$ cat src/rtl/alu_issue_unit.sv
// ---------------------------------------------------------------------------
// alu_issue_unit
//
// Issue side of the ALU interface. Instructions are accepted over a
// valid/ready handshake, decoded into the ALU control code, and their operands
// are read from an internal 32 x 32 register file. The unit drives the external
// combinational ALU and writes its result back.
// Sequence: IDLE -> DECODE -> EXEC (ALU_LATENCY cycles) -> WB -> IDLE.
//
// Parameters:
//   ALU_LATENCY  cycles EXEC waits for alu_result to settle (1..15)
//   REG_RESET    reset value of every architectural register
//
// Ports:
//   clk, rst_n    clock (rising edge), asynchronous active-low reset
//   instr         32-bit R-type instruction
//   instr_valid   instr is valid
//   instr_ready   unit can accept an instruction (IDLE only)
//   alu_a/alu_b   ALU operands
//   alu_control   4-bit ALU op code
//   alu_result    combinational ALU result
//   done          1-cycle pulse, instruction retired (legal or not)
//   illegal_op    1-cycle pulse with done, unknown opcode/funct
//   div_zero      1-cycle pulse with done, DIV by a zero register
//   dbg_addr      debug register read address
//   dbg_data      combinational read of regs[dbg_addr] (r0 reads 0)
//
// Optional feature (macro ISSUE_PERF_CNT_EN):
//   adds retire_cnt[31:0] and illegal_cnt[15:0]. Both counters reset to 0,
//   count retired and illegal instructions respectively, and wrap at max.
// ---------------------------------------------------------------------------
module alu_issue_unit #(
  parameter int unsigned ALU_LATENCY = 1,
  parameter logic [31:0] REG_RESET   = 32'd0
) (
  input  logic        clk,
  input  logic        rst_n,
  input  logic [31:0] instr,
  input  logic        instr_valid,
  output logic        instr_ready,
  output logic [31:0] alu_a,
  output logic [31:0] alu_b,
  output logic [3:0]  alu_control,
  input  logic [31:0] alu_result,
  output logic        done,
  output logic        illegal_op,
  output logic        div_zero,
  input  logic [4:0]  dbg_addr,
  output logic [31:0] dbg_data
`ifdef ISSUE_PERF_CNT_EN
  ,
  output logic [31:0] retire_cnt,
  output logic [15:0] illegal_cnt
`endif
);

  localparam logic [1:0] S_IDLE   = 2'd0;
  localparam logic [1:0] S_DECODE = 2'd1;
  localparam logic [1:0] S_EXEC   = 2'd2;
  localparam logic [1:0] S_WB     = 2'd3;

  localparam logic [3:0] LAT_M1 = 4'(ALU_LATENCY - 1);

  localparam logic [5:0] F_ADD = 6'h20;
  localparam logic [5:0] F_SUB = 6'h22;
  localparam logic [5:0] F_AND = 6'h24;
  localparam logic [5:0] F_OR  = 6'h25;
  localparam logic [5:0] F_SLL = 6'h00;
  localparam logic [5:0] F_SRL = 6'h02;
  localparam logic [5:0] F_SLT = 6'h2A;
  localparam logic [5:0] F_MUL = 6'h18;
  localparam logic [5:0] F_DIV = 6'h1A;

  logic [1:0]  state_q, state_d;
  logic [31:0] instr_q;
  logic [31:0] aluA_q, aluB_q;
  logic [3:0]  aluCtrl_q;
  logic [3:0]  cnt_q;
  logic [31:0] wbData_q;
  logic        legal_q;
  logic        divZeroPend_q;
  logic        done_q, illegalOp_q, divZeroOut_q;
  logic [31:0] regs_q [32];

  logic [5:0]  opField, functField;
  logic [4:0]  rsField, rtField, rdField, shamtField;
  logic [31:0] rsVal, rtVal;
  logic [31:0] decA, decB;
  logic [3:0]  decCtrl;
  logic        decLegal, decShift, decDivZero;

  assign opField    = instr_q[31:26];
  assign rsField    = instr_q[25:21];
  assign rtField    = instr_q[20:16];
  assign rdField    = instr_q[15:11];
  assign shamtField = instr_q[10:6];
  assign functField = instr_q[5:0];

  // r0 is architecturally zero whatever its storage holds
  assign rsVal    = (rsField == 5'd0) ? 32'd0 : regs_q[rsField];
  assign rtVal    = (rtField == 5'd0) ? 32'd0 : regs_q[rtField];
  assign dbg_data = (dbg_addr == 5'd0) ? 32'd0 : regs_q[dbg_addr];

  assign instr_ready = (state_q == S_IDLE);
  assign alu_a       = aluA_q;
  assign alu_b       = aluB_q;
  assign alu_control = aluCtrl_q;
  assign done        = done_q;
  assign illegal_op  = illegalOp_q;
  assign div_zero    = divZeroOut_q;

  // Decode the captured instruction. Shifts take the value from rt and the
  // shift amount from shamt; illegal instructions present all-zero operands.
  always_comb begin
    decCtrl  = 4'b0000;
    decLegal = 1'b1;
    decShift = 1'b0;
    if (opField != 6'd0) begin
      decLegal = 1'b0;
    end else begin
      unique case (functField)
        F_ADD:   decCtrl = 4'b0000;
        F_SUB:   decCtrl = 4'b0001;
        F_AND:   decCtrl = 4'b0010;
        F_OR:    decCtrl = 4'b0011;
        F_SLL:   begin decCtrl = 4'b0100; decShift = 1'b1; end
        F_SRL:   begin decCtrl = 4'b0101; decShift = 1'b1; end
        F_SLT:   decCtrl = 4'b0110;
        F_MUL:   decCtrl = 4'b0111;
        F_DIV:   decCtrl = 4'b1000;
        default: decLegal = 1'b0;
      endcase
    end
    decA       = decShift ? rtVal : rsVal;
    decB       = decShift ? {27'd0, shamtField} : rtVal;
    decDivZero = decLegal && (functField == F_DIV) && (rtVal == 32'd0);
    if (!decLegal) begin
      decA = 32'd0;
      decB = 32'd0;
    end
  end

  // Next-state logic; illegal instructions bypass EXEC entirely
  always_comb begin
    state_d = state_q;
    unique case (state_q)
      S_IDLE:   if (instr_valid) state_d = S_DECODE;
      S_DECODE: state_d = decLegal ? S_EXEC : S_WB;
      S_EXEC:   if (cnt_q == 4'd0) state_d = S_WB;
      S_WB:     state_d = S_IDLE;
      default:  state_d = S_IDLE;
    endcase
  end

  // Control and datapath registers. done and its companion flags are set on
  // the WB edge, so they become visible together with the register write.
  always_ff @(posedge clk or negedge rst_n) begin
    if (!rst_n) begin
      state_q       <= S_IDLE;
      instr_q       <= 32'd0;
      aluA_q        <= 32'd0;
      aluB_q        <= 32'd0;
      aluCtrl_q     <= 4'b0000;
      cnt_q         <= 4'd0;
      wbData_q      <= 32'd0;
      legal_q       <= 1'b0;
      divZeroPend_q <= 1'b0;
      done_q        <= 1'b0;
      illegalOp_q   <= 1'b0;
      divZeroOut_q  <= 1'b0;
    end else begin
      state_q      <= state_d;
      done_q       <= 1'b0;
      illegalOp_q  <= 1'b0;
      divZeroOut_q <= 1'b0;
      unique case (state_q)
        S_IDLE: begin
          if (instr_valid) instr_q <= instr;
        end
        S_DECODE: begin
          aluA_q        <= decA;
          aluB_q        <= decB;
          aluCtrl_q     <= decCtrl;
          legal_q       <= decLegal;
          divZeroPend_q <= decDivZero;
          cnt_q         <= LAT_M1;
        end
        S_EXEC: begin
          // A zero divisor overrides whatever the ALU produces
          if (cnt_q == 4'd0) begin
            wbData_q <= divZeroPend_q ? 32'hFFFF_FFFF : alu_result;
          end else begin
            cnt_q <= cnt_q - 4'd1;
          end
        end
        S_WB: begin
          done_q       <= 1'b1;
          illegalOp_q  <= ~legal_q;
          divZeroOut_q <= divZeroPend_q;
        end
        default: ;
      endcase
    end
  end

  // Architectural register file; writes to r0 and from illegal ops are dropped
  always_ff @(posedge clk or negedge rst_n) begin
    if (!rst_n) begin
      for (int i = 0; i < 32; i++) regs_q[i] <= REG_RESET;
    end else if ((state_q == S_WB) && legal_q && (rdField != 5'd0)) begin
      regs_q[rdField] <= wbData_q;
    end
  end

`ifdef ISSUE_PERF_CNT_EN
  logic [31:0] retireCnt_q;
  logic [15:0] illegalCnt_q;

  // Counters advance on the same edge that raises done / illegal_op
  always_ff @(posedge clk or negedge rst_n) begin
    if (!rst_n) begin
      retireCnt_q  <= 32'd0;
      illegalCnt_q <= 16'd0;
    end else if (state_q == S_WB) begin
      retireCnt_q <= retireCnt_q + 32'd1;
      if (!legal_q) illegalCnt_q <= illegalCnt_q + 16'd1;
    end
  end

  assign retire_cnt  = retireCnt_q;
  assign illegal_cnt = illegalCnt_q;
`endif

endmodule

$ cat config.mk
export PLATFORM = sky130hd
export DESIGN_NAME = alu_issue_unit
export DESIGN_NICKNAME = d
export VERILOG_FILES = /design/src/rtl/alu_issue_unit.sv
export SDC_FILE = /design/constraint.sdc
export NUM_CORES = 2
export LEC_CHECK = 0
export ABC_CLOCK_PERIOD_IN_PS = 7700
export BUFFER_PORTS_ARGS = -buffer_cell sky130_fd_sc_hd__buf_2
export CAP_MARGIN = 20
export CORE_MARGIN = 2
export CORE_UTILIZATION = 38
export CTS_CLUSTER_DIAMETER = 120
export DETAILED_ROUTE_END_ITERATION = 7
export SYNTH_ARGS = -nofsm -noshare
export SYNTH_HDL_FRONTEND = slang
export SYNTH_SLANG_ARGS = --single-unit
$ cat constraint.sdc
create_clock -name clk -period 7.7 [get_ports clk]
set_clock_uncertainty 0.15 [all_clocks]
set_input_delay 1.54 -clock clk [delete_from_list [all_inputs] [get_ports clk]]
set_output_delay 1.54 -clock clk [all_outputs]
set_load 0.005 [all_outputs]
==> metrics.md <==
| Metric | Value |
|---|---|
| Worst-Skew Late Latency | `790 ps` |
| CTS buffer count | `131` |
| Pre-CTS setup slack | `1480 ps` |
| CP required | `6010 ps` |
| Layout fillers | `15800` |
| Synth Net Count | `4460` |
| Vias in the first global route | `44500` |
| Initial Utilization | `38.2%` |
| Syn Inst Count | `4383` |
| WP data arrival | `4540 ps` |
| Top delay family on crit path | `multiplexers` |
| Hold_ws | `268 ps` |
| Number of DRC markers in iteration 0 | `4532` |
| Pre-antenna DRT Iters | `6` |
| H-tree levels | `4` |
| Final setup viols | `0` |
| Yosys cell types | `72` |
| Fmax | `161 MHz` |
| Overflow after GRT | `0` |
| Clock Tree Buf Depth | `3` |
| Count leader, synth | `dfrtp_1` |
| Post-layout min period | `6230 ps` |
| Share of the synthesized area in the top cell type | `42.9%` |
| Rows | `155` |
| Final period util | `80.9%` |
| Static leakage | `0.0336 µW` |
| Setup TNS | `0 ps` |
| Power Total | `21000 µW` |
| Utilization after layout | `42.7%` |
| Max-slew violations | `0` |
| Worst setup path class | `in -> out` |
| Leading post-synthesis cells by cell area | `dfrtp_1 43%, mux4_2 28%, mux2_2 18%` |
| RePlAce Congestion | `0.841` |
| CTS tree | `yes` |
| IR drop worst, VDD | `0.000297 V` |
| Core box area | `178000 µm²` |
| Final WS setup | `1470 ps` |
| Buffers on Ports | `175` |
| Total of max-cap violations | `0` |
| CTS Hold Bufs | `0` |
| Residual DRC | `0` |
| P&R area growth vs syn | `11.7%` |
| Post-synth top cells | `1167 x dfrtp_1, 1073 x mux2_2, 851 x mux4_2, 357 x clkbuf_1, 173 x mux2i_1` |
| Clk pin slew, worst setup/hold paths | `60 ps` |
| DRT antenna net count | `0` |
| RSZ-0062 raised after global routing | `false` |
| EDFF count, synth | `0` |
| Relative slew slack | `10.6%` |
| Share of async-settable or async-resettable flops after synthesis | `100%` |
| Hold Path Class | `reg -> reg` |
| Crit-path cells | `buf_8, buf_12, mux4_2, mux4_2, mux2i_1, nor2_1, buf_2` |
| Buffer and inverter count on the worst path | `3` |
| Largest net degree at the start of global routing | `166` |
| Slew @ Worst Pin | `1340 ps` |
| Chip width | `427 µm` |
| Final Hold Fails | `0` |
| DR vias/cell | `6.57` |
| Syn avg cell area | `15.5 µm²` |
| Layout cells sized above 1 | `57.0%` |
| CTS Root Cell | `clkbuf_16` |
| Largest area contributor in the netlist | `dfrtp_1` |
| Routed vias | `44500` |
| Most used cell, CP | `mux4_2` |
| Critical path fanouts, max | `45` |
| Yosys warns | `0` |
| PwrDens | `276 nW/µm²` |
| Initial antenna violation count | `10` |
| Placed wire-length estimate | `138 mm` |
| Synthesized area | `68100 µm²` |
| Die footprint | `183000 µm²` |
| CTS Sinks | `1167` |
| Final nets | `4388` |
| Dominant synthesized flop cell | `dfrtp_1` |
| Max stage delay on crit path | `740 ps` |
| Seq cells post-synth | `1167` |
| Postcts setup bufs | `0` |
| GRT Total Usage | `25.8%` |
| Crit path max-delay cell type | `mux2i_1` |
| Worst Setup End Kind | `primary output` |
| Post_cts resized | `0` |
| Die Height | `427 µm` |
| Run status | `finished clean` |
| I/O pin total | `176` |
| WL final | `235 mm` |
| WL per Instance | `34.7 µm` |
| Part of the Yosys area used for sequential elements | `42.9%` |
| First-pass GRT wire length | `338 mm` |
| CP Launch Type | `input pin` |
[worst paths after layout]
kind / slack, ps / end / from / cells past startpoint
worst max-delay path: 1470 / dbg_data[21] / dbg_addr[0] / 7
min in group asynchronous: 630 / regs_q[678] / rst_n / 1
max in group asynchronous: 5180 / instr_q[17] / rst_n / 2
worst min-delay path: 270 / regs_q[1010] / regs_q[1010] / 0
worst max register to register: 2550 / divZeroPend_q / instr_q[18] / 8
worst min register to register: 270 / regs_q[1010] / regs_q[1010] / 0
[area by class of cell]
cell class                 instances  area, µm²  area share [%]
multi-input combinational       2692      36900            48.6
sequential                      1167      29200            38.4
clock buffer                     185       3890            5.12
tap                             2355       2950            3.87
timing repair buffer             308       2240            2.95
clock inverter                    49        754           0.992
inverter                          11       41.3          0.0543
antenna                            2       5.00         0.00658
[sequential cells by signal, indices dropped and copies added (netlist names)]
signal         count
alu_b             32
legal_q            1
alu_control        4
illegal_op         1
state_q            2
cnt_q              4
alu_a             32
instr_q           32
divZeroPend_q      1
div_zero           1
wbData_q          32
regs_q          1024
done               1
[power breakdown]
group / internal [µW] / total (µW) / switching, µW
combinational: 2370 / 6320 / 3950
clock: 4160 / 6850 / 2690
sequential: 6450 / 7790 / 1340
total: 13000 / 21000 / 7980
[through the flow]
step                      std cells  cell area [µm²]
after floorplan                4383            68100
after global placement         6526            71300
after detailed placement       6529            71300
after CTS                      6763            76000
after global routing           6767            76000
final                          6769            76100
[cells by family after synthesis]
logic type	share of synthesized area, %
XOR/XNOR	0.0129
AND/OR/NAND/NOR	1.90
flip-flops	42.9
adder cells (fa/ha/maj)	0.0919
buffers and inverters	3.32
multiplexers	48.5
AO/OA/AOI/OAI	3.29
[per-layer routing]
layer  vias to the layer above  track usage [%]  routed length, µm  part of all wire, %
li1                      17300                -                  -                    -
met1                     24400             34.3              93300                   40
met2                      2268             40.2             110000                   47
met3                       488             6.23              20600                  8.8
met4                         8             11.3              11000                  4.7
met5                         -                0                 47                0.020
[placed cells by master, fill, tap and decap left out, drive strengths merged, types with 3 or more instances in the layout]
master	count
o2bb2ai	20
nor2b	14
mux4	851
dfrtp	1167
o21ai	36
and3	3
a21oi	68
clkbuf	185
a211oi	18
bufinv	19
nor3	13
nor4b	3
ha	5
nand4	5
o221ai	37
and2	10
nand2	61
nor4	5
a221oi	31
a22oi	3
mux2	1075
buf	308
inv	13
nand2b	4
or4	3
a22o	50
mux2i	173
a221o	8
clkinv	22
clkinvlp	6
nor2	143
nand3	9
o22ai	6
No activity file was read; power rests on OpenSTA's default activity.
